[config.mk]
export PLATFORM = sky130hd
export DESIGN_NAME = pwm_drive
export DESIGN_NICKNAME = d
export VERILOG_FILES = /design/src/rtl/pwm_drive.sv
export SDC_FILE = /design/constraint.sdc
export NUM_CORES = 1
export LEC_CHECK = 0
export CAP_MARGIN = 20
export CORE_MARGIN = 1.5
export CORE_UTILIZATION = 55
export CTS_CLUSTER_SIZE = 8
export DETAILED_ROUTE_END_ITERATION = 10
export PLACE_DENSITY = 0.78
export RECOVER_POWER = 100
export SLEW_MARGIN = 25
export SYNTH_ARGS = -nofsm -noshare
export SYNTH_HDL_FRONTEND = slang
export SYNTH_SLANG_ARGS = --single-unit
[constraint.sdc]
create_clock -name clk -period 2.55 [get_ports clk]
set_input_delay 0.255 -clock clk [delete_from_list [all_inputs] [get_ports clk]]
set_output_delay 0.255 -clock clk [all_outputs]
set_load 0.02 [all_outputs]
[src/rtl/pwm_drive.sv]
// Signed-duty PWM driver for one H-bridge channel; duty is latched once per period.
// Build option: define PWM_DEADTIME_EN to mask pwm_o for `dead` cycles after a reversal.
`ifndef PID_RES
`define PID_RES 16
`endif

module pwm_drive #(
  parameter int nbits = `PID_RES,
  parameter int presc = 4,
  parameter int dead  = 16
) (
  input  logic                    clk,
  input  logic                    rst,
  input  logic                    clr,
  input  logic                    en,
  input  logic signed [nbits-1:0] duty_i,
  output logic                    pwm_o,
  output logic                    dir_o,
  output logic                    upd_o,
  output logic                    sat_o
);

  localparam int CW = nbits - 1;
  localparam int PW = (presc > 1) ? $clog2(presc) : 1;
  localparam logic [CW-1:0]           TOP      = {CW{1'b1}};
  localparam logic [CW-1:0]           CNT_LAST = TOP - CW'(1);
  localparam logic [PW-1:0]           PRE_LAST = PW'(presc - 1);
  localparam logic signed [nbits-1:0] DUTY_MIN = {1'b1, {CW{1'b0}}};

  // state | meaning
  // IDLE  | counters parked at 0, pwm low, dir held
  // RUN   | counting, pwm = cnt < mag
  // DEAD  | counting, pwm forced low after a reversal (PWM_DEADTIME_EN only)
`ifdef PWM_DEADTIME_EN
  typedef enum logic [1:0] {S_IDLE, S_RUN, S_DEAD} state_t;
  localparam logic [7:0] DEAD_LOAD = 8'(dead - 1);
`else
  typedef enum logic {S_IDLE, S_RUN} state_t;
`endif

  state_t                    state_q, state_d;
  logic [PW-1:0]             pre_q, pre_d;
  logic [CW-1:0]             cnt_q, cnt_d;
  logic signed [nbits-1:0]   duty_q, duty_d;
  logic [CW-1:0]             mag_q, mag_d;
  logic                      dir_q, dir_d;
  logic                      upd_q, upd_d;
  logic                      pwm_q, pwm_d;
  logic                      wrap;
  logic                      latch;
  logic                      new_dir;
`ifdef PWM_DEADTIME_EN
  logic [7:0]                dead_q, dead_d;
`else
  logic                      unused_dead;
  assign unused_dead = (dead == 0);
`endif

  // The most negative duty has no positive counterpart; clip it to full scale.
  function automatic logic [CW-1:0] mag_of(input logic signed [nbits-1:0] d);
    if (d == DUTY_MIN) return TOP;
    return d[nbits-1] ? CW'(-d) : CW'(d);
  endfunction

  assign wrap = (pre_q == PRE_LAST) && (cnt_q == CNT_LAST);

  always_comb begin
    state_d = state_q;
    pre_d   = pre_q;
    cnt_d   = cnt_q;
    duty_d  = duty_q;
    mag_d   = mag_q;
    dir_d   = dir_q;
    upd_d   = 1'b0;
    pwm_d   = 1'b0;
    latch   = 1'b0;
    new_dir = dir_q;
`ifdef PWM_DEADTIME_EN
    dead_d  = dead_q;
`endif
    if (duty_i[nbits-1]) begin
      new_dir = 1'b1;
    end else if (duty_i != '0) begin
      new_dir = 1'b0;
    end

    case (state_q)
      S_IDLE: begin
        pre_d = '0;
        cnt_d = '0;
        if (en) begin
          state_d = S_RUN;
          latch   = 1'b1;
        end
      end
      default: begin
        if (!en) begin
          state_d = S_IDLE;
          pre_d   = '0;
          cnt_d   = '0;
        end else begin
          if (pre_q == PRE_LAST) begin
            pre_d = '0;
            cnt_d = wrap ? '0 : cnt_q + CW'(1);
          end else begin
            pre_d = pre_q + PW'(1);
          end
          pwm_d = (state_q == S_RUN) && (cnt_q < mag_q);
          latch = wrap;
`ifdef PWM_DEADTIME_EN
          if (state_q == S_DEAD) begin
            if (dead_q == 8'd0) state_d = S_RUN;
            else                dead_d  = dead_q - 8'd1;
          end
          // A reversal also restarts the mask when one is already running.
          if (wrap && (new_dir != dir_q) && (mag_of(duty_i) != '0)) begin
            state_d = S_DEAD;
            dead_d  = DEAD_LOAD;
          end
`endif
        end
      end
    endcase

    if (latch) begin
      duty_d = duty_i;
      mag_d  = mag_of(duty_i);
      dir_d  = new_dir;
      upd_d  = 1'b1;
    end
  end

  always_ff @(posedge clk or negedge rst) begin
    if (!rst) begin
      state_q <= S_IDLE;
      pre_q   <= '0;
      cnt_q   <= '0;
      duty_q  <= '0;
      mag_q   <= '0;
      dir_q   <= 1'b0;
      upd_q   <= 1'b0;
      pwm_q   <= 1'b0;
    end else if (clr) begin
      state_q <= S_IDLE;
      pre_q   <= '0;
      cnt_q   <= '0;
      duty_q  <= '0;
      mag_q   <= '0;
      dir_q   <= 1'b0;
      upd_q   <= 1'b0;
      pwm_q   <= 1'b0;
    end else begin
      state_q <= state_d;
      pre_q   <= pre_d;
      cnt_q   <= cnt_d;
      duty_q  <= duty_d;
      mag_q   <= mag_d;
      dir_q   <= dir_d;
      upd_q   <= upd_d;
      pwm_q   <= pwm_d;
    end
  end

`ifdef PWM_DEADTIME_EN
  always_ff @(posedge clk or negedge rst) begin
    if (!rst) begin
      dead_q <= '0;
    end else if (clr) begin
      dead_q <= '0;
    end else begin
      dead_q <= dead_d;
    end
  end
`endif

  assign pwm_o = pwm_q;
  assign dir_o = dir_q;
  assign upd_o = upd_q;
  assign sat_o = (duty_q == DUTY_MIN);

endmodule

; After elaboration in Yosys (flattened, before gate mapping)
; Cells that the tools add are included.
[word_totals]
out_inout_bits = 4
inputBits = 20
regBits = 52
word_cells = 54
[classes]
n_addsub = 3
muxes = 31
n_reduce_logical = 6
order_cmp = 1
n_eq_ne = 5
[op_table]
columns = cell, n
row1 = 15-bit two-way mux, 10
row2 = "16-bit equality test, second input constant", 2
row3 = 16-bit two-way mux, 2
row4 = 16-bit nonzero test, 1
row5 = "15-bit by 1-bit adder with 15-bit output, second input constant", 1
row6 = "15-bit equality test, second input constant", 1
row7 = 15-bit less-than comparator, 1
row8 = 1-bit two-way mux, 15
row9 = 15-bit negation, 1
row10 = 2-bit two-way mux, 4
row11 = "4-bit by 3-bit inequality test with 1-bit output, second input constant", 1
row12 = 3-bit nonzero test, 1
row13 = "2-bit by 1-bit adder with 2-bit output, second input constant", 1
row14 = "2-bit equality test, second input constant", 1
row15 = 1-bit logical AND, 2
row16 = 2-bit AND reduction, 1
row17 = 2-bit nonzero test, 1

; Depth between registers and ports, before layout
[logic_depth]
depth_word = 8
depth_mapped = 9
mapped_depth_nobuf = 7

; Least setup slack after synthesis
; OpenSTA, ideal clock, no wires.
[synth_path]
path_kind = flip-flop to flip-flop
startpoint = register cnt_q[0]
endpoint = register mag_q[3]
synth_period_minus_slack_ps = 1992
n_path_buf = 2
path_slack_ps = 558
required_ps = 2429
path_stages_with_launch = 10
setup_time_ps = 121
arrival_ps = 1871
path_cell_list = dfrtp_1 inv_1 ha_1 nand4_1 or4_1 buf_2 nand2_1 a21oi_1 buf_2 a22o_1
[synth_between]
elab_chain_cells = 5
[synth_lines]
columns = item, line
row1 = start: declaration, 43  ; logic [CW-1:0] cnt_q, cnt_d;
row2 = start signal: assignment, 155  ; cnt_q <= cnt_d;
row3 = 15-bit equality test, 65  ; assign wrap = (pre_q == PRE_LAST) && (cnt_q == CNT_LAST);
row4 = 1-bit logical AND, 65
row5 = 1-bit two-way mux, 97  ; if (!en) begin
row6 = 1-bit two-way mux, 87  ; case (state_q)
row7 = 2-bit nonzero test (no source line), n/a
row8 = end signal: assignment, 157  ; mag_q <= mag_d;
row9 = end: declaration, 45  ; logic [CW-1:0] mag_q, mag_d;
; Every way passes these cells.
; A chain may end at the register's enable or synchronous reset.

; Final worst setup path
[layout_path]
startpoint = register duty_q[2]
endpoint = output port sat_o
[layout_between]
elab_chain_cells = 1
[layout_lines]
columns = item, line
row1 = start: declaration, 44  ; logic signed [nbits-1:0] duty_q, duty_d;
row2 = start signal: assignment, 156  ; duty_q <= duty_d;
row3 = 16-bit equality test, 179  ; assign sat_o = (duty_q == DUTY_MIN);
row4 = end: declaration, 20  ; output logic sat_o
; Every way passes these cells.

==> run metrics <==
run status=finished, final reports clean; ys flop type=dfrtp_1; CTS root buf=clkbuf_8; commonest non-fill, non-tap cell in the layout=dfrtp_1; TritonCTS clock tree=built; Vias=2269; synthesized area=2930 µm²; reg-to-reg startpoint=cnt_q[2]; r2r setup slk=0.40 ns; actual slew at the worst max-slew pin=1.09 ns; die height=75.9 µm; simple-gate share of the synthesized area=0.185; Synth Area in Compound Gates=0.187; number of buffers created by CTS=5; drt pass-1 iters=4; # resized after CTS=0; antenna-violating nets left=0; leakage power=0.00151 µW; final slew viol count=0; #FFs+latches synth=52; GRT Util Overall=0.221; Hold Vio Cnt, Final=0; CTS Sinks=52; Yosys warnings=0; Initial DRC Count=122; Syn Nets=329; clock slew at reported path FFs=0.10 ns; main combinational cell family by area after synthesis=compound AO/OA/AOI/OAI gates; clock tree buffer depth=2; RSZ-0062 raised after global routing=false; Setup crit end kind=output port; CP max FO=2; maximum vdd drop=0.000264 V; largest net degree at the start of global routing=33; setup bufs post-CTS=0; DRT Wirelength=5780 µm; R2R Path End=cnt_q[12]; number of nets in the layout=361; Cells after Synth=291; Tcrit/Tclk final=0.925; hold slack final=0.442 ns; # diodes=0; Synth area leaders=dfrtp_1 44%, a22o_1 7.8%, ha_1 7.7%, xnor2_1 3.0%, nand2_1 2.8%; maxcap violations=0; post-synthesis mux area share=0; Post-synth EDFFs=0; post-synthesis cell type count=45; I/O Pins=24; CORE AREA=5110 µm²; Avg Inst Size Synth=10.1 µm²; WHS Path Cells=1; overall power=1590 µW; layout cells sized above 1=0.0833; commonest non-fill, non-tap cells in the layout=52 x dfrtp_1, 26 x a22o_1, 22 x nand2_1, 21 x inv_1, 20 x nor2_1; asr flop ratio synth=1.00; crit start category=flop; Worst-Skew Late Latency=0.31 ns; Hold Path Class=reg2reg; Req. time, crit path=2.30 ns; Final Skew=0.00921 ns; Worst Path Arrival=2.10 ns; antenna violations before repair=0; synthesized-area fraction occupied by xor and xnor cells=0.0569; Max Clk Rate=424 MHz; share of the synthesized area in the top cell type=0.445; min Tclk post-route=2.36 ns; GPL Wtd Cong=0.938; final setup fails=0; Register-to-Register Path Depth=5; WL per Instance=14.7 µm; register area share after synthesis=0.445; gr ovfl total=0; Setup CP Type=reg2out; Critical Path End=sat_o; H-tree lvl count=2; first-pass GRT wire length=10300 µm; worst setup path startpoint=duty_q[2]; dpl hpwl=4330 µm; Starting Density=0.573; setup TNS=0 ns; DRC=0; detail-routed via count per cell=5.76; Post-Synth Adder-Cell Area=0.0770; Rel. slew slack=0.275; FP Rows=26; vias in the first global route=2248; Die Width=75.9 µm; full die area=5770 µm²; Yosys top cell by area=dfrtp_1; IO Port Bufs=23; pwr dens=471 nW/µm²; cts hold-fix bufs=1; Syn-to-layout area delta=15.0%
==> metal layers <==
layer,wire length (µm),part of all wire,up-vias,track usage
met5,0,0,-,0
met3,173,0.030,7,0.0482
met4,70,0.012,0,0.0685
met1,2710,0.47,1099,0.285
li1,-,-,1126,-
met2,2820,0.49,37,0.372
==> synth_stat cells, types with 6 or more instances <==
library cell,n
nor3_1,6
nor4_1,6
o21ai_0,6
inv_1,21
a21oi_1,14
nor2_1,20
buf_2,6
a22o_1,26
nand3_1,6
xor2_1,9
dfrtp_1,52
ha_1,18
a21o_1,6
xnor2_1,10
nand2_1,22
nand4_1,13
==> worst min-delay path by stage <==
stage,startpoint,end,slack (ns)
final,pre_q[0],pre_q[0],0.44
after global routing,pre_q[0],pre_q[0],0.47
after CTS,rst,cnt_q[0],0.37
after detailed placement,rst,cnt_q[14],0.18
after global placement,rst,cnt_q[1],0.18
after floorplan,rst,cnt_q[0],-0.04
==> worst max-delay path, stage by stage (launching register included) <==
cell and delay, ns:
dfrtp_1 0.40, nor4_1 0.47, and4_1 0.25, dlygate4sd3_1 0.67
==> sequential cells by signal, indices dropped and copies added, names as in the netlist <==
signal / flops
upd_o: 1
state_q: 1
dir_o: 1
cnt_q: 15
mag_q: 15
pwm_o: 1
duty_q: 16
pre_q: 2
==> power by group <==
group / internal, µW / switching [µW] / total (µW) / leakage, µW
clock: 195 / 284 / 479 / 0.0000445
sequential: 858 / 20.2 / 878 / 0.000707
combinational: 107 / 122 / 230 / 0.000761
==> layout make-up <==
cell class,count,area [µm²]
Sequential cell,52,1300
Multi-Input combinational cell,206,1480
Inverter,21,78.8
Fill cell,428,1740
Tap cell,70,87.6
Clock inverter,3,21.3
Clock buffer,5,68.8
Timing Repair Buffer,37,333
==> kinds of logic after synthesis <==
family	count (synthesis)
fa+ha+maj	18
xor+xnor	19
buf+inv	33
simple gates	99
compound gates	70
flops	52
==> per-stage QoR <==
step                      cell area, µm²  utilization  std cells  setup slack, ns
final                               3370        0.659        394            0.190
after global routing                3370        0.659        394            0.128
after global placement              3290        0.643        385            0.142
after CTS                           3390        0.663        394            0.279
after detailed placement            3290        0.643        385           0.0873
after floorplan                     2930            -        291            0.558
Note: power is estimated with default switching activity, not from simulation.
